### src/rtl/irq_arbiter_gen_if.sv
// CPU-side grant handshake of the interrupt arbiter.
// The arbiter (master) presents a grant and holds it until the CPU (slave) acks it.
interface irq_arbiter_gen_if #(
  parameter int NUM_CH = 8,
  parameter int ID_W   = $clog2(NUM_CH)
);
  logic              irq_valid;
  logic [ID_W-1:0]   irq_id;
  logic [NUM_CH-1:0] irq_onehot;
  logic              irq_ack;

  modport master (
    output irq_valid,
    output irq_id,
    output irq_onehot,
    input  irq_ack
  );

  modport slave (
    input  irq_valid,
    input  irq_id,
    input  irq_onehot,
    output irq_ack
  );
endinterface

### src/rtl/irq_arbiter_gen.sv
// Parametrised interrupt arbiter.
// Per-channel priority, mask and edge/level trigger; priority or round-robin
// selection; a grant is held on the CPU interface until it is acknowledged.
module irq_arbiter_gen #(
  parameter int NUM_CH = 8,
  parameter int PRIO_W = 3,
  parameter int ID_W   = $clog2(NUM_CH)
) (
  input  logic                     clk,
  input  logic                     rst,        // active-low, asynchronous
  input  logic [NUM_CH-1:0]        irq_in,
  input  logic                     mode,       // 0 = priority, 1 = round-robin
  input  logic                     cfg_we,
  input  logic [NUM_CH*PRIO_W-1:0] cfg_prio,
  input  logic [NUM_CH-1:0]        mask,
  input  logic [NUM_CH-1:0]        edge_sel,
  irq_arbiter_gen_if.master        cpu,
  output logic [NUM_CH-1:0]        pending
);

  typedef enum logic {IDLE = 1'b0, GRANT = 1'b1} state_t;

  state_t              r_state;
  state_t              w_state_next;
  logic                r_valid;
  logic                w_valid_next;
  logic [ID_W-1:0]     r_id;
  logic [ID_W-1:0]     w_id_next;
  logic [NUM_CH-1:0]   r_onehot;
  logic [NUM_CH-1:0]   w_onehot_next;
  logic [ID_W-1:0]     r_rr_ptr;
  logic [ID_W-1:0]     w_rr_next;

  logic [NUM_CH-1:0]   r_irq_d;       // previous-cycle sample for edge detection
  logic [NUM_CH-1:0]   r_pending;
  logic [NUM_CH-1:0]   w_pend_next;
  logic [NUM_CH-1:0]   w_rise;
  logic [NUM_CH-1:0]   w_clr;
  logic [NUM_CH-1:0]   w_elig;
  logic                w_ack_grant;

  logic [PRIO_W-1:0]   r_prio [NUM_CH];

  logic                w_pr_found;
  logic [ID_W-1:0]     w_pr_id;
  logic [PRIO_W-1:0]   w_pr_best;
  logic                w_rr_found;
  logic [ID_W-1:0]     w_rr_id;
  int                  w_rr_idx;

  // An ack only counts while a grant is outstanding; acks in IDLE are ignored.
  assign w_ack_grant = (r_state == GRANT) && cpu.irq_ack;
  assign w_elig      = r_pending & ~mask;

  genvar gi;
  generate
    for (gi = 0; gi < NUM_CH; gi++) begin : g_ch
      // Edge channels latch a rising edge until acked (a new edge beats the clear);
      // level channels simply mirror the input one cycle late.
      assign w_rise[gi]      = irq_in[gi] & ~r_irq_d[gi];
      assign w_clr[gi]       = w_ack_grant & r_onehot[gi];
      assign w_pend_next[gi] = edge_sel[gi] ? (w_rise[gi] | (r_pending[gi] & ~w_clr[gi]))
                                            : irq_in[gi];

      // Per-channel priority register, writable at any time; only read at arbitration.
      always_ff @(posedge clk or negedge rst) begin
        if (!rst) begin
          r_prio[gi] <= '0;
        end else if (cfg_we) begin
          r_prio[gi] <= cfg_prio[gi*PRIO_W +: PRIO_W];
        end
      end
    end
  endgenerate

  // Edge history and pending vector.
  always_ff @(posedge clk or negedge rst) begin
    if (!rst) begin
      r_irq_d   <= '0;
      r_pending <= '0;
    end else begin
      r_irq_d   <= irq_in;
      r_pending <= w_pend_next;
    end
  end

  // Priority winner: strictly greater replaces, so ties keep the lowest index.
  always_comb begin
    w_pr_found = 1'b0;
    w_pr_id    = '0;
    w_pr_best  = '0;
    for (int i = 0; i < NUM_CH; i++) begin
      if (w_elig[i] && (!w_pr_found || (r_prio[i] > w_pr_best))) begin
        w_pr_found = 1'b1;
        w_pr_id    = ID_W'(i);
        w_pr_best  = r_prio[i];
      end
    end
  end

  // Round-robin winner: first eligible channel at or after rr_ptr, wrapping.
  always_comb begin
    w_rr_found = 1'b0;
    w_rr_id    = '0;
    w_rr_idx   = 0;
    for (int k = 0; k < NUM_CH; k++) begin
      w_rr_idx = int'(r_rr_ptr) + k;
      if (w_rr_idx >= NUM_CH) begin
        w_rr_idx = w_rr_idx - NUM_CH;
      end
      if (!w_rr_found && w_elig[w_rr_idx]) begin
        w_rr_found = 1'b1;
        w_rr_id    = ID_W'(w_rr_idx);
      end
    end
  end

  // Grant FSM: issue in IDLE, hold everything in GRANT until ack.
  always_comb begin
    w_state_next  = r_state;
    w_valid_next  = r_valid;
    w_id_next     = r_id;
    w_onehot_next = r_onehot;
    w_rr_next     = r_rr_ptr;
    case (r_state)
      IDLE: begin
        if (|w_elig) begin
          w_valid_next  = 1'b1;
          w_id_next     = mode ? w_rr_id : w_pr_id;
          w_onehot_next = NUM_CH'(1) << w_id_next;
          w_state_next  = GRANT;
        end
      end
      GRANT: begin
        if (cpu.irq_ack) begin
          w_valid_next  = 1'b0;
          w_onehot_next = '0;
          w_rr_next     = (r_id == ID_W'(NUM_CH - 1)) ? '0 : r_id + 1'b1;
          w_state_next  = IDLE;
        end
      end
      default: begin
        w_state_next  = IDLE;
        w_valid_next  = 1'b0;
        w_onehot_next = '0;
      end
    endcase
  end

  // FSM state and registered grant outputs.
  always_ff @(posedge clk or negedge rst) begin
    if (!rst) begin
      r_state  <= IDLE;
      r_valid  <= 1'b0;
      r_id     <= '0;
      r_onehot <= '0;
      r_rr_ptr <= '0;
    end else begin
      r_state  <= w_state_next;
      r_valid  <= w_valid_next;
      r_id     <= w_id_next;
      r_onehot <= w_onehot_next;
      r_rr_ptr <= w_rr_next;
    end
  end

  assign cpu.irq_valid  = r_valid;
  assign cpu.irq_id     = r_id;
  assign cpu.irq_onehot = r_onehot;
  assign pending        = r_pending;

endmodule

### src/flat_wrapper.sv
// flat-port wrapper written by rule: the top's interface ports become plain ports
module irq_arbiter_gen_flat 
#(
  parameter int NUM_CH = 8,
  parameter int PRIO_W = 3,
  parameter int ID_W   = $clog2(NUM_CH)
)
  (clk, rst, irq_in, mode, cfg_we, cfg_prio, mask, edge_sel, pending, cpu_irq_valid, cpu_irq_id, cpu_irq_onehot, cpu_irq_ack);
  irq_arbiter_gen_if #(.NUM_CH(NUM_CH), .ID_W(ID_W)) cpu_i ();
  input  logic clk;
  input  logic rst;
  input  logic [NUM_CH-1:0] irq_in;
  input  logic mode;
  input  logic cfg_we;
  input  logic [NUM_CH*PRIO_W-1:0] cfg_prio;
  input  logic [NUM_CH-1:0] mask;
  input  logic [NUM_CH-1:0] edge_sel;
  output logic [NUM_CH-1:0] pending;
  output wire logic [$bits(cpu_i.irq_valid)-1:0] cpu_irq_valid;
  output wire logic [$bits(cpu_i.irq_id)-1:0] cpu_irq_id;
  output wire logic [$bits(cpu_i.irq_onehot)-1:0] cpu_irq_onehot;
  input wire logic [$bits(cpu_i.irq_ack)-1:0] cpu_irq_ack;
  assign cpu_irq_valid = cpu_i.irq_valid;
  assign cpu_irq_id = cpu_i.irq_id;
  assign cpu_irq_onehot = cpu_i.irq_onehot;
  assign cpu_i.irq_ack = cpu_irq_ack;
  irq_arbiter_gen #(.NUM_CH(NUM_CH), .PRIO_W(PRIO_W), .ID_W(ID_W)) u_core (.clk(clk), .rst(rst), .irq_in(irq_in), .mode(mode), .cfg_we(cfg_we), .cfg_prio(cfg_prio), .mask(mask), .edge_sel(edge_sel), .cpu(cpu_i), .pending(pending));
endmodule
### config.mk
export PLATFORM = sky130hd
export DESIGN_NAME = irq_arbiter_gen_flat
export DESIGN_NICKNAME = d
export VERILOG_FILES = /design/src/rtl/irq_arbiter_gen_if.sv /design/src/rtl/irq_arbiter_gen.sv /design/src/flat_wrapper.sv
export SDC_FILE = /design/constraint.sdc
export NUM_CORES = 1
export LEC_CHECK = 0
export ABC_AREA = 1
export BUFFER_PORTS_ARGS = -buffer_cell sky130_fd_sc_hd__buf_4
export CORE_AREA = 2 2 78 98
export DETAILED_ROUTE_END_ITERATION = 8
export DIE_AREA = 0 0 80 100
export PLACE_DENSITY_LB_ADDON = 0.2
export SLEW_MARGIN = 20
export SYNTH_ARGS = -nofsm -noshare
export SYNTH_HDL_FRONTEND = slang
export SYNTH_SLANG_ARGS = --single-unit
### constraint.sdc
create_clock -name clk -period 8.8 [get_ports clk]
set_input_delay 2.64 -clock clk [delete_from_list [all_inputs] [get_ports clk]]
set_output_delay 2.64 -clock clk [all_outputs]
set_load 0.005 [all_outputs]
==> run_results.csv <==
group,metric,value,unit
status,failing_checks,"setup timing",
placement,buffers_added_on_ports,72,
worst_setup_path,critPathKind,"in -> reg",
logic_synthesis,syn-instance-count,482,
global_routing,grt_max_degree,57,
floorplanning,core.rowCount,35,
clock_tree,cts_max_level,2,
sta,final.min_clock_period,10.25,ns
detailed_routing,detail_route.wl_per_cell,18.99,um
pwr,power.static_leakage,2.852,nW
logic_synthesis,seq_area_frac_synth,0.3626,
floorplanning,die_area,8000,sq um
finish,finalCoreUtilization,0.8087,
worst_setup_path,critical-path-top-cell-by-count,"sky130_fd_sc_hd__nand2_2",
finish,final_layout_size_suffix_gt1_frac,0.4959,
logic_synthesis,synth-main-ff-cell,"sky130_fd_sc_hd__dfrtp_1",
detailed_routing,drt-total-wl,13.46,mm
worst_setup_path,worst_setup_path_start_kind,"primary input",
logic_synthesis,synthesis.area,3865,sq um
floorplanning,top_level_ports,73,
sta,hold_violations,0,
sta,period_share,1.164,
worst_setup_path,timing.critical_path.slowest_cell_delay,0.34,ns
detailed_routing,vias,4065,
detailed_routing,route.top_layer_used,"met4",
status,run_status,"complete, but fails checks",
detailed_routing,antenna_left,0,
global_routing,grt_first_pass_wirelength,18.73,mm
finish,final_cell_count_no_fill,709,
detailed_routing,met2_length,7.188,mm
sta,timing.clock.skew,0.01750,ns
worst_setup_path,arrival,10.52,ns
placement,hpwl,7.619,mm
logic_synthesis,nets_in_the_synthesized_netlist,560,
sta,setup_viol,11,
logic_synthesis,number_of_storage_elements_in_the_synthesis_netlist,56,
finish,fillers,412,
logic_synthesis,post-synth-top-count-cell,"sky130_fd_sc_hd__nand2_1",
sta,worst_slack,-1.445,ns
worst_setup_path,crit_buf_inv,8,
clock_tree,clk_latency,0.33,ns
finish,finalNetCount,694,
sta,worst_pin_slew,0.7232,ns
worst_setup_path,cell_with_the_biggest_individual_delay_on_the_critical_path,"sky130_fd_sc_hd__ha_1",
clock_tree,cts_made_buffers,5,
global_routing,grt_pass1_vias,3924,
global_routing,antenna_found_initial,0,
pwr,p_per_area,312.4,nW/um^2
clock_tree,cts.sink_count,56,
detailed_routing,wl_met3,629,um
finish,antenna_diodes,0,
finish,regArea,1401,sq um
logic_synthesis,async_reset_ff_frac,1.000,
detailed_routing,drt_first_iter_violations,356,
sta,slew_headroom,0.5179,
global_routing,grt_usage,0.2994,
pwr,peakVddDrop,181.8,uV
logic_synthesis,synthDistinctLibCells,40,
placement,gp_routability_congestion,0.9027,
floorplanning,core-area,7182,sq um
detailed_routing,drt-vias-per-instance,5.733,
clock_tree,ctsLongestPathBuffers,2,
logic_synthesis,syn_area_per_cell,8.019,sq um
logic_synthesis,synth_enable_flop_cells,0,
floorplanning,chipHeight,100,um
worst_setup_path,cp_endpoint_kind,"flip-flop",
global_routing,gr-total-overflow,0,
sta,clock.fmax,97.61,MHz
placement,pre_cts_ws,-1.438,ns
detailed_routing,drcViolationCount,0,
min_path,min-delay-path-class,"reg -> reg",
clock_tree,clock_transition_time_at_the_flip_flop_clock_pins_of_the_worst_setup_and_hold_paths,0.12,ns
floorplanning,floorplan.initialDensity,0.5382,
worst_setup_path,cp_data_required_time,9.07,ns
clock_tree,cts_tree,"yes",
worst_setup_path,worst_path_dominant_cell_family,"simple AND/OR/NAND/NOR gates",
detailed_routing,drt_first_pass_iters,6,
clock_tree,cts_root_buf,"sky130_fd_sc_hd__clkbuf_8",
logic_synthesis,synthDominantAreaCellType,"sky130_fd_sc_hd__dfrtp_1",
placement,placed_cells_incl_taps,665,
floorplanning,die_width,80,um
detailed_routing,drt-met1-wl,5.155,mm
logic_synthesis,synth_top_area_share,0.3626,
run,max_capacitance_violation_total,0,
logic_synthesis,yosys_warnings,0,
finish,multi_input_comb_area,2868,sq um
finish,area_growth_syn_to_layout,50.28,%
logic_synthesis,most_instantiated_cells_after_synthesis,"sky130_fd_sc_hd__nand2_1 (130), sky130_fd_sc_hd__dfrtp_1 (56), sky130_fd_sc_hd__nand3_1 (52)",
worst_setup_path,timing.critical_path.fanout_max,7,
sta,grt_setup_unrepaired,"yes",
logic_synthesis,yosys-top-cells-area,"sky130_fd_sc_hd__dfrtp_1 (36%), sky130_fd_sc_hd__nand2_1 (13%), sky130_fd_sc_hd__ha_1 (8.1%)",
sta,finalMaxSlewViolations,0,
cell usage in the layout (no fill, tap or decap), types with 8 or more instances in the layout:
| cell | instances |
|---|---|
| sky130_fd_sc_hd__buf_6 | 10 |
| sky130_fd_sc_hd__mux2_2 | 14 |
| sky130_fd_sc_hd__nand3_4 | 9 |
| sky130_fd_sc_hd__nor2_1 | 20 |
| sky130_fd_sc_hd__dfrtp_1 | 56 |
| sky130_fd_sc_hd__nand3_1 | 41 |
| sky130_fd_sc_hd__buf_4 | 125 |
| sky130_fd_sc_hd__nand3_2 | 19 |
| sky130_fd_sc_hd__ha_1 | 13 |
| sky130_fd_sc_hd__nand2_1 | 92 |
| sky130_fd_sc_hd__a32o_1 | 8 |
| sky130_fd_sc_hd__inv_1 | 41 |
| sky130_fd_sc_hd__o21ai_2 | 13 |
| sky130_fd_sc_hd__nand2_4 | 20 |
| sky130_fd_sc_hd__o21ai_0 | 20 |
| sky130_fd_sc_hd__ha_4 | 12 |
| sky130_fd_sc_hd__nand2_2 | 36 |
routing by layer:
| metal | up-vias | track usage |
|---|---|---|
| li1 | 1878 | - |
| met1 | 1958 | 0.3560 |
| met2 | 181 | 0.5564 |
| met3 | 48 | 0.03237 |
| met4 | 0 | 0.09648 |
| met5 | - | 0 |
state kept, by name, indices dropped and copies added, names as in the netlist:
signal,flops
u_core.r_irq_d,8
u_core.pending,8
u_core.r_rr_ptr,3
u_core.r_prio,24
u_core.cpu.irq_onehot,8
u_core.r_state,1
u_core.cpu.irq_valid,1
u_core.cpu.irq_id,3
final cells by class:
class / instances / area share
Clock buffer: 5 / 0.01185
Clock inverter: 3 / 0.01185
Inverter: 49 / 0.03705
Multi-Input combinational cell: 368 / 0.4938
Sequential cell: 56 / 0.2413
Tap cell: 92 / 0.01982
Timing Repair Buffer: 136 / 0.1844
worst reg2reg max path, delay by kind of cell (launching register included):
| kind | cells | cell delay (ns) |
|---|---|---|
| compound gates | 14 | 1.50 |
| fa+ha+maj | 7 | 2.03 |
| buf+inv | 6 | 0.79 |
| flops | 1 | 0.57 |
| simple gates | 38 | 3.46 |
logic make-up (layout without fill, tap and decap cells):
family / count (synthesis) / after routing / synth area share
AOI/OAI and AO/OA: 71 / 71 / 0.1075
adders and majority gates: 25 / 25 / 0.08093
buffers and inverters: 58 / 193 / 0.06377
DFF: 56 / 56 / 0.3626
xor gates and xnor gates: 3 / 3 / 0.01069
and+or+nand+nor: 255 / 255 / 0.3338
muxes: 14 / 14 / 0.04079
power breakdown:
group,switching (W),internal [W]
Sequential,0.0000743,0.000305
Clock,0.0000930,0.000115
Combinational,0.000741,0.000487
path summary, 6_finish.rpt:
path | start | to | slack, ns | cells past startpoint
min reg2reg | u_core.cpu.irq_valid | u_core.cpu.irq_valid | 0.49 | 2
min in group asynchronous | rst | u_core.r_irq_d[1] | 2.36 | 1
max in group asynchronous | rst | u_core.r_prio[2] | 5.94 | 1
max | mask[0] | u_core.cpu.irq_onehot[2] | -1.45 | 67
min | u_core.cpu.irq_valid | u_core.cpu.irq_valid | 0.49 | 2
max reg2reg | u_core.pending[0] | u_core.cpu.irq_onehot[2] | 0.42 | 65
stage by stage:
step / instance area (sq um) / total power, W / hold WS [ns] / TNS (ns)
2_1_floorplan: 3991 / 0.001076 / 0.4729 / -5.314
5_1_grt: 5808 / 0.001933 / 0.5238 / -18.51
4_1_cts: 5375 / 0.001612 / 0.4955 / -8.322
3_3_place_gp: 4797 / 0.001302 / 0.4710 / -11.08
6_report: 5808 / 0.001815 / 0.4949 / -14.98
3_5_place_dp: 4797 / 0.001326 / 0.4689 / -14.87
repair_timing:
item,in CTS,in global routing
setup buffers,29,8
gates resized for setup,52,75
hold buffers,0,0
pin swaps,53,45
setup endpoints to repair,11,11
(Power assumes the default switching activity.)
